`config.mk`:
```
export PLATFORM = sky130hd
export DESIGN_NAME = apb_uart_fifo
export DESIGN_NICKNAME = d
export VERILOG_FILES = /design/src/rtl/apb_uart_fifo.sv
export SDC_FILE = /design/constraint.sdc
export NUM_CORES = 1
export LEC_CHECK = 0
export CAP_MARGIN = 20
export CELL_PAD_IN_SITES_DETAIL_PLACEMENT = 1
export CELL_PAD_IN_SITES_GLOBAL_PLACEMENT = 1
export CORE_ASPECT_RATIO = 1.25
export CORE_MARGIN = 2
export CORE_UTILIZATION = 50
export CTS_CLUSTER_SIZE = 8
export DETAILED_ROUTE_END_ITERATION = 16
export PLACE_DENSITY_LB_ADDON = 0.08
export SYNTH_ARGS = -nofsm -noshare
export SYNTH_HDL_FRONTEND = slang
export SYNTH_SLANG_ARGS = --single-unit
```
`constraint.sdc`:
```
create_clock -name PCLK -period 6.4 [get_ports PCLK]
set_input_delay 1.92 -clock PCLK [delete_from_list [all_inputs] [get_ports PCLK]]
set_output_delay 1.92 -clock PCLK [all_outputs]
set_load 0.05 [all_outputs]
```
`src/rtl/apb_uart_fifo.sv`:
```
// APB-programmable 8-bit UART with TX/RX FIFOs, runtime baud divisor, sticky error flags and a
// registered level interrupt. Define UART_PARITY_EN to add a parity bit (even, or odd via CTRL[4]).
module apb_uart_fifo #(
    parameter int unsigned FIFO_DEPTH  = 16,
    parameter int unsigned DIV_W       = 16,
    parameter int unsigned DEFAULT_DIV = 868
) (
    input  logic        PCLK,
    input  logic        PRESETn,
    input  logic        PSEL,
    input  logic        PENABLE,
    input  logic        PWRITE,
    input  logic [31:0] PADDR,
    input  logic [31:0] PWDATA,
    output logic [31:0] PRDATA,
    output logic        PREADY,
    output logic        PSLVERR,
    input  logic        RX,
    output logic        TX,
    output logic        IRQ
);

    localparam int unsigned   AW       = $clog2(FIFO_DEPTH);
    localparam logic [AW:0]   FULL_CNT = (AW+1)'(FIFO_DEPTH);
    localparam logic [DIV_W-1:0] DEF_DIV = DIV_W'(DEFAULT_DIV);
    localparam logic [DIV_W-1:0] MIN_DIV = DIV_W'(4);

`ifdef UART_PARITY_EN
    typedef enum logic [2:0] {StIdle, StStart, StData, StParity, StStop} state_e;
`else
    typedef enum logic [2:0] {StIdle, StStart, StData, StStop} state_e;
`endif

    // APB decode
    logic       access, wr_en, rd_en;
    logic [1:0] addr;
    assign access  = PSEL & PENABLE;
    assign wr_en   = access & PWRITE;
    assign rd_en   = access & ~PWRITE;
    assign addr    = PADDR[3:2];
    assign PREADY  = 1'b1;
    assign PSLVERR = 1'b0;

    logic unused_bits;
    assign unused_bits = ^{PADDR, PWDATA};

    // Control registers and sticky flags
    logic [3:0]       ctrl_q;
    logic [DIV_W-1:0] div_q;
    logic             tx_ovf_q, rx_ovr_q, frm_err_q;
    logic             par_odd, par_err_rd;

    // FIFOs
    logic [7:0]  tx_mem [FIFO_DEPTH];
    logic [7:0]  rx_mem [FIFO_DEPTH];
    logic [AW-1:0] tx_wptr, tx_rptr, rx_wptr, rx_rptr;
    logic [AW:0]   tx_count, rx_count;
    logic tx_full, tx_empty, rx_full, rx_empty;
    logic tx_push, tx_pop, rx_push, rx_pop;
    logic [7:0] tx_head;

    assign tx_full  = (tx_count == FULL_CNT);
    assign tx_empty = (tx_count == '0);
    assign rx_full  = (rx_count == FULL_CNT);
    assign rx_empty = (rx_count == '0);
    assign tx_head  = tx_mem[tx_rptr];
    assign tx_push  = wr_en & (addr == 2'd0) & ~tx_full;
    assign rx_pop   = rd_en & (addr == 2'd0) & ~rx_empty;

    // TX/RX FSM state
    state_e           tx_state, rx_state;
    logic [DIV_W-1:0] tx_cnt, tx_div, rx_cnt, rx_div;
    logic [2:0]       tx_bit, rx_bit;
    logic [7:0]       tx_sh, rx_sh;
    logic             tx_q, tx_cnt_end;
    logic             rx_s1, rx_s2, rx_d, rx_fall, rx_sample, rx_par_ok;
    logic             frm_set, par_set;

    assign TX         = tx_q;
    assign tx_cnt_end = (tx_cnt == tx_div - DIV_W'(1));
    assign rx_fall    = rx_d & ~rx_s2;

    // Control register and baud divisor writes
    always_ff @(posedge PCLK or negedge PRESETn) begin
        if (!PRESETn) begin
            ctrl_q <= '0;
            div_q  <= DEF_DIV;
        end else if (wr_en) begin
            if (addr == 2'd2) ctrl_q <= PWDATA[3:0];
            if (addr == 2'd3) div_q  <= (PWDATA[DIV_W-1:0] < MIN_DIV) ? MIN_DIV : PWDATA[DIV_W-1:0];
        end
    end

`ifdef UART_PARITY_EN
    logic par_odd_q, par_err_q, tx_par, rx_par_bad;
    assign par_odd    = par_odd_q;
    assign par_err_rd = par_err_q;
    assign rx_par_ok  = ~rx_par_bad;
    assign par_set    = (rx_state == StParity) & rx_sample & (rx_s2 != (^rx_sh ^ par_odd_q));

    // Parity mode bit and parity error flag
    always_ff @(posedge PCLK or negedge PRESETn) begin
        if (!PRESETn) begin
            par_odd_q <= 1'b0;
            par_err_q <= 1'b0;
        end else begin
            if (wr_en && addr == 2'd2) par_odd_q <= PWDATA[4];
            par_err_q <= (par_err_q & ~(wr_en && addr == 2'd2 && PWDATA[8])) | par_set;
        end
    end
`else
    assign par_odd    = 1'b0;
    assign par_err_rd = 1'b0;
    assign rx_par_ok  = 1'b1;
    assign par_set    = 1'b0;
`endif

    // Sticky flags: set wins over a same-cycle clear
    always_ff @(posedge PCLK or negedge PRESETn) begin
        if (!PRESETn) begin
            tx_ovf_q  <= 1'b0;
            rx_ovr_q  <= 1'b0;
            frm_err_q <= 1'b0;
        end else begin
            logic clr;
            clr = wr_en & (addr == 2'd2) & PWDATA[8];
            tx_ovf_q  <= (tx_ovf_q & ~clr) | (wr_en & (addr == 2'd0) & tx_full);
            rx_ovr_q  <= (rx_ovr_q & ~clr) | (rx_push & rx_full);
            frm_err_q <= (frm_err_q & ~clr) | frm_set;
        end
    end

    // TX FIFO pointers and occupancy
    always_ff @(posedge PCLK or negedge PRESETn) begin
        if (!PRESETn) begin
            tx_wptr  <= '0;
            tx_rptr  <= '0;
            tx_count <= '0;
        end else begin
            if (tx_push) tx_wptr <= tx_wptr + AW'(1);
            if (tx_pop)  tx_rptr <= tx_rptr + AW'(1);
            if (tx_push && !tx_pop)      tx_count <= tx_count + (AW+1)'(1);
            else if (!tx_push && tx_pop) tx_count <= tx_count - (AW+1)'(1);
        end
    end

    // RX FIFO pointers and occupancy
    always_ff @(posedge PCLK or negedge PRESETn) begin
        if (!PRESETn) begin
            rx_wptr  <= '0;
            rx_rptr  <= '0;
            rx_count <= '0;
        end else begin
            if (rx_push && !rx_full) rx_wptr <= rx_wptr + AW'(1);
            if (rx_pop)              rx_rptr <= rx_rptr + AW'(1);
            if ((rx_push && !rx_full) && !rx_pop)      rx_count <= rx_count + (AW+1)'(1);
            else if (!(rx_push && !rx_full) && rx_pop) rx_count <= rx_count - (AW+1)'(1);
        end
    end

    // FIFO storage, no reset needed
    always_ff @(posedge PCLK) begin
        if (tx_push)             tx_mem[tx_wptr] <= PWDATA[7:0];
        if (rx_push && !rx_full) rx_mem[rx_wptr] <= rx_sh;
    end

    // TX pops from IDLE, or at the end of STOP so back-to-back frames have no idle gap
    always_comb begin
        tx_pop = 1'b0;
        if (ctrl_q[0] && !tx_empty)
            tx_pop = (tx_state == StIdle) || ((tx_state == StStop) && tx_cnt_end);
    end

    // TX FSM; divisor latched at frame start so the in-flight frame keeps its timing
    always_ff @(posedge PCLK or negedge PRESETn) begin
        if (!PRESETn) begin
            tx_state <= StIdle;
            tx_q     <= 1'b1;
            tx_cnt   <= '0;
            tx_div   <= DEF_DIV;
            tx_bit   <= '0;
            tx_sh    <= '0;
`ifdef UART_PARITY_EN
            tx_par   <= 1'b0;
`endif
        end else if (tx_pop) begin
            tx_state <= StStart;
            tx_q     <= 1'b0;
            tx_cnt   <= '0;
            tx_div   <= div_q;
            tx_bit   <= '0;
            tx_sh    <= tx_head;
`ifdef UART_PARITY_EN
            tx_par   <= ^tx_head ^ par_odd_q;
`endif
        end else begin
            unique case (tx_state)
                StIdle: tx_q <= 1'b1;
                StStart: begin
                    if (tx_cnt_end) begin
                        tx_cnt   <= '0;
                        tx_state <= StData;
                        tx_q     <= tx_sh[0];
                    end else tx_cnt <= tx_cnt + DIV_W'(1);
                end
                StData: begin
                    if (tx_cnt_end) begin
                        tx_cnt <= '0;
                        if (tx_bit == 3'd7) begin
`ifdef UART_PARITY_EN
                            tx_state <= StParity;
                            tx_q     <= tx_par;
`else
                            tx_state <= StStop;
                            tx_q     <= 1'b1;
`endif
                        end else begin
                            tx_bit <= tx_bit + 3'd1;
                            tx_sh  <= {1'b0, tx_sh[7:1]};
                            tx_q   <= tx_sh[1];
                        end
                    end else tx_cnt <= tx_cnt + DIV_W'(1);
                end
`ifdef UART_PARITY_EN
                StParity: begin
                    if (tx_cnt_end) begin
                        tx_cnt   <= '0;
                        tx_state <= StStop;
                        tx_q     <= 1'b1;
                    end else tx_cnt <= tx_cnt + DIV_W'(1);
                end
`endif
                StStop: begin
                    if (tx_cnt_end) begin
                        tx_cnt   <= '0;
                        tx_state <= StIdle;
                    end else tx_cnt <= tx_cnt + DIV_W'(1);
                end
                default: tx_state <= StIdle;
            endcase
        end
    end

    // RX line synchroniser and edge history
    always_ff @(posedge PCLK or negedge PRESETn) begin
        if (!PRESETn) begin
            rx_s1 <= 1'b1;
            rx_s2 <= 1'b1;
            rx_d  <= 1'b1;
        end else begin
            rx_s1 <= RX;
            rx_s2 <= rx_s1;
            rx_d  <= rx_s2;
        end
    end

    // Start bit sampled at half a bit, later bits one full bit apart (mid-bit)
    always_comb begin
        rx_sample = (rx_cnt == rx_div - DIV_W'(1));
        if (rx_state == StStart) rx_sample = (rx_cnt == (rx_div >> 1));
    end

    assign frm_set = (rx_state == StStop) & rx_sample & ~rx_s2;
    assign rx_push = (rx_state == StStop) & rx_sample & rx_s2 & rx_par_ok;

    // RX FSM
    always_ff @(posedge PCLK or negedge PRESETn) begin
        if (!PRESETn) begin
            rx_state   <= StIdle;
            rx_cnt     <= '0;
            rx_div     <= DEF_DIV;
            rx_bit     <= '0;
            rx_sh      <= '0;
`ifdef UART_PARITY_EN
            rx_par_bad <= 1'b0;
`endif
        end else begin
            unique case (rx_state)
                StIdle: begin
                    rx_cnt <= '0;
                    if (ctrl_q[1] && rx_fall) begin
                        rx_state <= StStart;
                        rx_div   <= div_q;
`ifdef UART_PARITY_EN
                        rx_par_bad <= 1'b0;
`endif
                    end
                end
                StStart: begin
                    if (rx_sample) begin
                        rx_cnt   <= '0;
                        rx_bit   <= '0;
                        rx_state <= rx_s2 ? StIdle : StData;
                    end else rx_cnt <= rx_cnt + DIV_W'(1);
                end
                StData: begin
                    if (rx_sample) begin
                        rx_cnt <= '0;
                        rx_sh  <= {rx_s2, rx_sh[7:1]};
                        rx_bit <= rx_bit + 3'd1;
`ifdef UART_PARITY_EN
                        if (rx_bit == 3'd7) rx_state <= StParity;
`else
                        if (rx_bit == 3'd7) rx_state <= StStop;
`endif
                    end else rx_cnt <= rx_cnt + DIV_W'(1);
                end
`ifdef UART_PARITY_EN
                StParity: begin
                    if (rx_sample) begin
                        rx_cnt     <= '0;
                        rx_par_bad <= par_set;
                        rx_state   <= StStop;
                    end else rx_cnt <= rx_cnt + DIV_W'(1);
                end
`endif
                StStop: begin
                    if (rx_sample) begin
                        rx_cnt   <= '0;
                        rx_state <= StIdle;
                    end else rx_cnt <= rx_cnt + DIV_W'(1);
                end
                default: rx_state <= StIdle;
            endcase
        end
    end

    // Registered interrupt
    always_ff @(posedge PCLK or negedge PRESETn) begin
        if (!PRESETn) IRQ <= 1'b0;
        else          IRQ <= (ctrl_q[2] & ~rx_empty) | (ctrl_q[3] & tx_empty);
    end

    // Read mux; DATA reads of an empty RX FIFO return 0
    always_comb begin
        PRDATA = '0;
        if (rd_en) begin
            unique case (addr)
                2'd0: PRDATA = rx_empty ? 32'd0 : {24'd0, rx_mem[rx_rptr]};
                2'd1: PRDATA = {16'(rx_count), 7'd0, tx_ovf_q, par_err_rd, frm_err_q, rx_ovr_q,
                                (tx_state != StIdle), rx_empty, rx_full, tx_empty, tx_full};
                2'd2: PRDATA = {27'd0, par_odd, ctrl_q};
                2'd3: PRDATA = 32'(div_q);
                default: PRDATA = '0;
            endcase
        end
    end

endmodule

```
==> results of run 1 <==
## sequential cells by signal, indices dropped and copies added (netlist names), 5 cells and up
name / flops
div_q: 16
rx_cnt: 16
rx_count: 5
rx_div: 16
rx_mem: 128
rx_sh: 8
tx_cnt: 16
tx_count: 5
tx_div: 16
tx_mem: 128
tx_sh: 8
## kinds of logic (layout without fill, tap and decap cells)
kind of cell / count (synthesis) / after routing / synth area share (%)
XOR/XNOR: 91 / 91 / 4.34
AO/OA/AOI/OAI: 168 / 168 / 6.11
multiplexers: 172 / 172 / 13.6
buffers and inverters: 104 / 202 / 2.51
flip-flops: 400 / 400 / 61.5
adder cells (fa/ha/maj): 32 / 32 / 2.26
AND/OR/NAND/NOR: 338 / 338 / 9.56
other: 2 / 14 / 0.0409
## layout by cell type (no fill, tap or decap), types with 4 or more instances in the layout
| cell type | instances |
|---|---|
| edfxtp_1 | 256 |
| dfrtp_1 | 123 |
| nor2_1 | 82 |
| nand2_1 | 75 |
| mux2_2 | 67 |
| xnor2_1 | 58 |
| mux4_2 | 56 |
| clkbuf_16 | 55 |
| o21ai_0 | 48 |
| mux2i_1 | 48 |
| clkbuf_1 | 46 |
| xor2_1 | 33 |
| ha_1 | 30 |
| nand3_1 | 29 |
| inv_1 | 28 |
| and3_1 | 28 |
| a21oi_1 | 27 |
| and2_1 | 26 |
| buf_4 | 25 |
| clkdlybuf4s50_1 | 24 |
| nor3_1 | 21 |
| dfstp_2 | 19 |
| a221oi_1 | 19 |
| buf_12 | 19 |
| nor4_1 | 13 |
| conb_1 | 13 |
| nand2b_1 | 12 |
| a21o_1 | 11 |
| nor2b_1 | 10 |
| nand4_1 | 10 |
| a211oi_1 | 8 |
| o21a_1 | 8 |
| a31oi_1 | 7 |
| or4_1 | 5 |
| or3_1 | 5 |
| o211ai_1 | 4 |
| o31ai_1 | 4 |
| nor3b_1 | 4 |
| a22oi_1 | 4 |
## worst min path at each step
stage,start,endpoint
6_report,rx_s1,rx_s2
5_1_grt,rx_s1,rx_s2
4_1_cts,rx_s1,rx_s2
3_5_place_dp,rx_s1,rx_s2
3_3_place_gp,rx_s1,rx_s2
2_1_floorplan,rx_s1,rx_s2
## worst reg2reg max path, stage by stage, from the launching register on
cell and delay, ps:
dfrtp_1 460, nor3_1 630, nand3_1 260, or4_1 560, xnor2_1 160, a2111oi_2 590
nand4_2 420, nor3_4 640, ha_1 340, inv_1 130, fa_1 420, a21o_1 180
a21oi_1 230, xnor2_1 170, nor2_1 80, xor2_1 150
## routing by layer
metal	share of wire [%]	wire length, um	global-route usage [%]	vias up
met5	0	0	0	-
met4	3.3	1440	9.23	0
met3	3.0	1310	3.10	80
met2	52	22700	42.2	179
met1	42	18100	29.8	5641
li1	-	-	-	5020
## power groups by stage
stage               Combinational, uW  Sequential (uW)  Clock (uW)
floorplan                        1930             3270           0
global placement                 2220             3590           0
detailed placement               2300             3610           0
CTS                              2320             3560        2740
global route                     2540             3620        2840
finish                           2310             3550        2690
## cell type report
cell class | instances | area (um^2) | area share (%)
flip-flops and latches | 400 | 11300 | 53.6
well taps | 480 | 601 | 2.84
clock inverters | 3 | 58.8 | 0.278
diodes | 1 | 2.50 | 0.0118
clock buffers | 101 | 1550 | 7.33
inverters | 28 | 105 | 0.497
multi-input cells | 814 | 6650 | 31.5
repair buffers | 70 | 847 | 4.01
## through the flow
step / worst slack (ps) / util (%) / total power, uW
floorplan: 594 / - / 5200
global placement: 690 / 53.7 / 5810
detailed placement: 688 / 53.7 / 5910
CTS: 671 / 58.1 / 8620
global route: 590 / 58.2 / 9000
finish: 678 / 58.2 / 8540
==> qor.yml, run 1 <==
p_int_uw: 5750
min_path_cells: 0
cts_tree: "done"
synth-main-ff-cell: "edfxtp_1"
hold_slack_ps: 358
finalMaxSlewViolations: 0
rsz0062_at_grt: "no"
postSynthCellCount: 1307
synth-async-reset-ratio_pct: 36.0
ir_worst_vdd_uv: 251
fin_crit_sh_pct: 89.4
grt_overflow: 0
drv_cap: 0
ys_seq_elements: 400
ff2ff_setup_slack_ps: 900
cts-root-buf: "clkbuf_16"
grt_pass1_vias: 12200
routedWlPerCell_um: 23.0
port_buffers: 46
synth_top_cell_by_area: "edfxtp_1"
ios: 106
clk_pin_slew_ps: 50
critical_path.max_fanout: 7
insertion_delay_ps: 590
syn2layout_area_growth_pct: 14.9
die_w_um: 176
cts_buffer_depth: 3
synth_area_um2: 18400
dp.final_hpwl_mm: 29.7
reg2reg_to: "rx_count[4]"
cp-startpoint: "PADDR[2]"
path_cells: "clkdlybuf4s50_1, nor2_1, a221oi_1, a211oi_1, buf_12"
drive_above_1_share_pct: 18.4
gp_congestion: 0.842
yosys_warnings: 0
drc: 0
tightest_slew_ps: 990
layout.cells.non_filler: 1897
switchingPower_uw: 2800
crit_cells: 5
drtPass1Iterations: 5
p_per_area_nw_per_um2: 404
setup_tns_ps: 0
cts-htree-levels: 2
yosysUniqueCellTypes: 72
power.static_leakage_uw: 0.00799
synth.yosys.seq_area_share_pct: 61.5
start_util_pct: 50.6
status: "complete, no violations"
finalSetupViolCount: 0
fmax_mhz: 175
crit_slowest_cell: "a211oi_1"
max_stage_delay_ps: 670
max_slew_margin_pct: 33.5
switching_share_pct: 32.7
critPathRequiredTime_ps: 4480
synth_most_common_cell: "edfxtp_1"
hold_class: "reg -> reg"
start_kind: "primary input"
postRouteAntennaNets: 0
nets: 1471
die_y_um: 218
fillers: 3439
routed_wl_mm: 43.5
num_rows: 78
syn_avg_cell_area_um2: 14.1
ys_top_cells_by_count: "edfxtp_1 (256), dfrtp_1 (125), nor2_1 (82)"
grt_max_degree: 59
reg2reg_depth: 15
yosysTopAreaCellShare_pct: 41.8
cts_sinks: 400
clkPwrFrac_pct: 31.4
via_count: 10900
viasPerCell: 5.76
place_area_um2: 19500
worstPathArrival_ps: 3800
numCtsBuffers: 55
cp_top_family: "compound AO/OA/AOI/OAI gates"
post-cts-setup-buffers: 0
cts-resized-gates: 0
r2r-start: "rx_div[4]"
fin_area_um2: 21100
grt_usage_pct: 23.8
hold_viol: 0
antenna_found_initial: 0
fin_crit_ps: 5720
crit_type: "in -> out"
post-place-cells: 1790
pwr-share-comb_pct: 27.0
worst_setup_path_end_kind: "primary output"
skew_ps: 47.2
cp.buffers_inverters: 2
core-area_um2: 36300
critPathCapture: "PRDATA[2]"
synth_area_leaders: "edfxtp_1 (42%), dfrtp_1 (17%), mux4_2 (6.9%)"
drtIter0Drc: 702
seqPwrFrac_pct: 41.5
dieArea_um2: 38300
ctsHoldBuffers: 0
grt_pass1_wl_mm: 70.0
synth_edf_count: 256
No activity file was read; power rests on OpenSTA's default activity.
==> run 2: changes to the inputs <==
--- a/config.mk
+++ b/config.mk
@@ -14,6 +14,7 @@
 export CTS_CLUSTER_SIZE = 8
 export DETAILED_ROUTE_END_ITERATION = 16
 export PLACE_DENSITY_LB_ADDON = 0.08
+export REMOVE_ABC_BUFFERS = 1
 export SYNTH_ARGS = -nofsm -noshare
 export SYNTH_HDL_FRONTEND = slang
 export SYNTH_SLANG_ARGS = --single-unit
==> qor.yml, run 2 (same netlist as run 1, synthesis figures left out) <==
crit_type: "in -> out"
grt_pass1_wl_mm: 70.0  # about the same
postLayoutCoreUtil_pct: 58.2  # about the same
ctsHoldBuffers: 0  # unchanged
grt_overflow: 0  # unchanged
drtPass1Iterations: 5  # unchanged
fmax_mhz: 173  # -1.1%
post-cts-setup-buffers: 0  # unchanged
finalSetupViolCount: 0  # unchanged
hold_class: "reg -> reg"
insertion_delay_ps: 590  # about the same
ir_worst_vdd_uv: 237  # -5.7%
cts_sinks: 400  # unchanged
start_util_pct: 50.6  # unchanged
grt_usage_pct: 23.9  # +0.048 points
hold_path_end: "rx_s2"
finalMaxSlewViolations: 0  # unchanged
dieArea_um2: 38300  # unchanged
die_y_um: 218  # unchanged
cts-root-buf: "clkbuf_16"
numCtsBuffers: 55  # unchanged
gp_congestion: 0.812  # -3.6%
routedWlPerCell_um: 23.2  # +0.88%
dp.final_hpwl_mm: 29.3  # -1.3%
ios: 106  # unchanged
crit_slowest_cell: "a211oi_1"
status: "complete, no violations"
start_kind: "primary input"
worst_setup_path_end_kind: "primary output"
skew_ps: 37.7  # -9.53 ps
viasPerCell: 5.81  # +0.95%
hold_viol: 0  # unchanged
worstPathArrival_ps: 3870  # +70 ps
core-area_um2: 36300  # unchanged
via_count: 11000  # +0.84%
port_buffers: 46  # unchanged
cts-htree-levels: 2  # unchanged
layout_commonest_cell: "edfxtp_1"
drtIter0Drc: 579  # -18%
grt_max_degree: 85  # +44%
critPathRequiredTime_ps: 4480  # about the same
worstHoldStart: "rx_s1"
drc: 0  # unchanged
fin_crit_sh_pct: 90.4  # +1.0 points
num_rows: 78  # unchanged
syn2layout_area_growth_pct: 14.9  # about the same
diodes: 0  # -1
tightest_slew_ps: 1050  # +61.9 ps
reg2reg_depth: 15  # unchanged
routed_wl_mm: 43.9  # +0.78%
rsz0062_at_grt: "no"
cp_top_family: "buffers and inverters"
cts_buffer_depth: 3  # unchanged
max_stage_delay_ps: 680  # about the same
setup_tns_ps: 0  # unchanged
cts-resized-gates: 0  # unchanged
reg2reg_to: "rx_count[4]"
path_cells: "clkdlybuf4s50_1, buf_4, and2_1, a211oi_1, a211oi_1, buf_12"
cts_tree: "done"
cp.buffers_inverters: 3  # +1
max_slew_margin_pct: 29.9  # -3.6 points
die_w_um: 176  # unchanged
critical_path.max_fanout: 21  # +14
clk_pin_slew_ps: 50  # about the same
r2r-start: "rx_div[4]"
fin_crit_ps: 5790  # +66.1 ps
min_path_cells: 0  # unchanged
power.static_leakage_uw: 0.00799  # about the same
drv_cap: 0  # unchanged
p_per_area_nw_per_um2: 406  # +0.42%
drive_above_1_share_pct: 18.4  # about the same
hold_slack_ps: 357  # -1.03 ps
ff2ff_setup_slack_ps: 960  # +60 ps
nets: 1471  # unchanged
reg.largest.list: "rx_mem (128), tx_mem (128)"
postRouteAntennaNets: 0  # unchanged
grt_pass1_vias: 12100  # -1.1%
layout_common_cells: "edfxtp_1 (256), dfrtp_1 (123), nor2_1 (82)"
antenna_found_initial: 0  # unchanged
crit_top_cell: "a211oi_1"
-- run 2: changes by cell type in the layout (fill, tap and decap cells not counted), sizes merged --
cell,previous run,this run
clkbuf,101,100
diode,1,0
-- run 2: worst max-delay path by stage --
stage | depth (start not counted) | end | slack, ps | start
CTS | 6 | PRDATA[3] | 670 | PADDR[2]
detailed placement | 6 | PRDATA[3] | 700 | PADDR[2]
global placement | 6 | PRDATA[3] | 670 | PADDR[2]
floorplan | 3 | PRDATA[2] | 950 | PADDR[2]
finish | 6 | PRDATA[3] | 610 | PADDR[2]
global route | 6 | PRDATA[3] | 600 | PADDR[2]
-- run 2: routing by layer --
metal / global-route usage (%) / vias up / wire, um / share of wire (%)
met5: 0 / - / 0 / 0
met3: 3.11 / 82 / 1260 / 2.9
met1: 30.8 / 5713 / 18800 / 43
met4: 9.09 / 0 / 1550 / 3.5
li1: - / 5022 / - / -
met2: 41.2 / 195 / 22300 / 51
-- run 2: per-stage QoR --
stage | cells | instance area (um^2) | worst slack, ps | total power [uW]
floorplan | 1242 | 18100 | 946 | 5130
global placement | 1791 | 19500 | 666 | 5820
detailed placement | 1791 | 19500 | 698 | 5910
CTS | 1894 | 21100 | 674 | 8650
global route | 1895 | 21100 | 602 | 9040
finish | 1895 | 21100 | 612 | 8570
-- run 2: area by class of cell --
| cell class | instances | area [um^2] |
|---|---|---|
| fillers | 3504 | 15200 |
| flip-flops and latches | 400 | 11300 |
| multi-input cells | 814 | 6650 |
| clock buffers | 100 | 1550 |
| repair buffers | 70 | 840 |
| well taps | 480 | 601 |
| inverters | 28 | 105 |
| clock inverters | 3 | 58.8 |
-- run 2: report_power, final --
| group | leakage, uW | switching (uW) | internal, uW |
|---|---|---|---|
| logic | 0.00302 | 1270 | 1090 |
| clock network | 0.000757 | 1090 | 1620 |
| registers | 0.00422 | 475 | 3030 |
==> run 3: changes to the inputs <==
--- a/config.mk
+++ b/config.mk
@@ -11,10 +11,11 @@
 export CORE_ASPECT_RATIO = 1.25
 export CORE_MARGIN = 2
 export CORE_UTILIZATION = 50
-export CTS_CLUSTER_SIZE = 8
+export CTS_CLUSTER_DIAMETER = 40
 export DETAILED_ROUTE_END_ITERATION = 16
 export PLACE_DENSITY_LB_ADDON = 0.08
 export REMOVE_ABC_BUFFERS = 1
+export SLEW_MARGIN = 20
 export SYNTH_ARGS = -nofsm -noshare
 export SYNTH_HDL_FRONTEND = slang
 export SYNTH_SLANG_ARGS = --single-unit
==> qor.yml, run 3 (same netlist as run 1, synthesis figures left out) <==
critical_path.max_fanout: 21  # unchanged
fillers: 3475  # -0.83%
numCtsBuffers: 49  # -11%
drtPass1Iterations: 4  # -1
cts_sinks: 400  # unchanged
grt_pass1_vias: 11900  # -1.3%
gr-usage-met2_pct: 40.6  # -0.63 points
layout_commonest_cell: "edfxtp_1"
viasPerCell: 5.76  # -0.84%
cts_tree: "done"
num_rows: 78  # unchanged
syn2layout_area_growth_pct: 15.3
gp_congestion: 0.812  # unchanged
fmax_mhz: 173  # +0.28%
switchingPower_uw: 2890  # +1.8%
fin_crit_sh_pct: 90.2  # -0.25 points
cts-htree-levels: 2  # unchanged
max_slew_margin_pct: 31.6  # +1.7 points
insertion_delay_ps: 600  # about the same
finalMaxSlewViolations: 0  # unchanged
ios: 106  # unchanged
start_util_pct: 50.6  # unchanged
drive_above_1_share_pct: 20.3  # +1.9 points
status: "complete, no violations"
setup_tns_ps: 0  # unchanged
port_buffers: 46  # unchanged
diodes: 0  # unchanged
ctsHoldBuffers: 0  # unchanged
postRouteAntennaNets: 0  # unchanged
clk_pin_slew_ps: 50  # about the same
multiInputGateArea_um2: 6650  # about the same
drv_cap: 0  # unchanged
routedWlPerCell_um: 22.9  # -1.3%
drc: 0  # unchanged
worst_setup_path_end_kind: "primary output"
crit_type: "in -> out"
cts-resized-gates: 0  # unchanged
p_int_uw: 5790  # +0.86%
grt_pass1_wl_mm: 69.1  # -1.3%
tightest_slew_ps: 1030  # -26.0 ps
met1_usage_pct: 31.0  # +0.11 points
routed_wl_mm: 43.0  # -1.9%
seq_area_um2: 11300  # unchanged
grt_max_degree: 85  # unchanged
via_count: 10900  # -1.5%
post-cts-setup-buffers: 0  # unchanged
cts-root-buf: "clkbuf_16"
antenna_found_initial: 0  # unchanged
ff2ff_setup_slack_ps: 960  # about the same
cts_buffer_depth: 3  # unchanged
grt_usage_pct: 23.5  # -0.32 points
die_w_um: 176  # unchanged
nets: 1464  # -0.48%
met3_usage_pct: 3.13  # +0.017 points
finalSetupViolCount: 0  # unchanged
switching_share_pct: 33.3  # +0.20 points
drtIter0Drc: 618  # +6.7%
rsz0062_at_grt: "no"
critPathRequiredTime_ps: 4480  # about the same
busiest_layer: "met2"
hold_viol: 0  # unchanged
grt_overflow: 0  # unchanged
pwr-share-comb_pct: 27.1  # -0.4 points
clkPwrFrac_pct: 32.6  # +1.0 points
die_y_um: 218  # unchanged
core-area_um2: 36300  # unchanged
fin_crit_ps: 5770  # -16.2 ps
dp.final_hpwl_mm: 29.3  # unchanged
postLayoutCoreUtil_pct: 58.4  # +0.24 points
hold_class: "reg -> reg"
power.static_leakage_uw: 0.00804  # +0.60%
dieArea_um2: 38300  # unchanged
reg.largest.list: "rx_mem (128), tx_mem (128)"
ir_worst_vdd_uv: 242  # +2.4%
seqPwrFrac_pct: 40.3  # -0.6 points
skew_ps: 40.8  # +3.16 ps
worstPathArrival_ps: 3850  # -20 ps
start_kind: "primary input"
layout_common_cells: "edfxtp_1 (256), dfrtp_1 (123), nor2_1 (82)"
p_per_area_nw_per_um2: 409  # +0.75%
-- run 3: cell type report --
| cell class | instances | share of cell area [%] |
|---|---|---|
| Clock buffer | 64 | 6.33 |
| Clock inverter | 28 | 1.66 |
| Inverter | 28 | 0.496 |
| Multi-Input combinational cell | 814 | 31.4 |
| Sequential cell | 400 | 53.4 |
| Tap cell | 480 | 2.83 |
| Timing Repair Buffer | 69 | 3.92 |
-- run 3: path summary, 6_finish.rpt --
check                               start  cells past startpoint     endpoint
worst max-delay path             PADDR[2]                      6    PRDATA[3]
worst min-delay path                rx_s1                      0        rx_s2
worst max register to register  rx_div[4]                     15  rx_count[4]
worst min register to register      rx_s1                      0        rx_s2
max in group asynchronous         PRESETn                      2    rx_cnt[9]
min in group asynchronous         PRESETn                      1     tx_sh[5]
-- run 3: metal layers --
metal	up-vias	wire length (um)
met2	173	22000
met5	-	0
met3	78	1360
met1	5591	18400
li1	5008	-
met4	0	1320
-- run 3: through the flow --
| stage | std cells | instance area (um^2) | total power (uW) | hold WS (ps) | setup WS (ps) |
|---|---|---|---|---|---|
| final | 1883 | 21200 | 8670 | 356 | 628 |
| after detailed placement | 1791 | 19500 | 5910 | 351 | 698 |
| after floorplan | 1242 | 18100 | 5130 | 345 | 946 |
| after global routing | 1883 | 21200 | 9140 | 359 | 581 |
| after global placement | 1791 | 19500 | 5820 | 347 | 666 |
| after CTS | 1883 | 21200 | 8760 | 358 | 671 |
-- run 3: power groups by stage --
stage	sequential (uW)	combinational [uW]	clock [uW]
6_report	3500	2350	2830
3_5_place_dp	3550	2360	0
4_1_cts	3500	2380	2880
3_3_place_gp	3530	2290	0
2_1_floorplan	3470	1660	0
5_1_grt	3560	2610	2970
-- run 3: worst max-delay path: stages --
cell and delay [ps]:
clkdlybuf4s50_1 540, buf_4 290, and2_1 160, a211oi_1 50, a211oi_1 660, buf_12 220
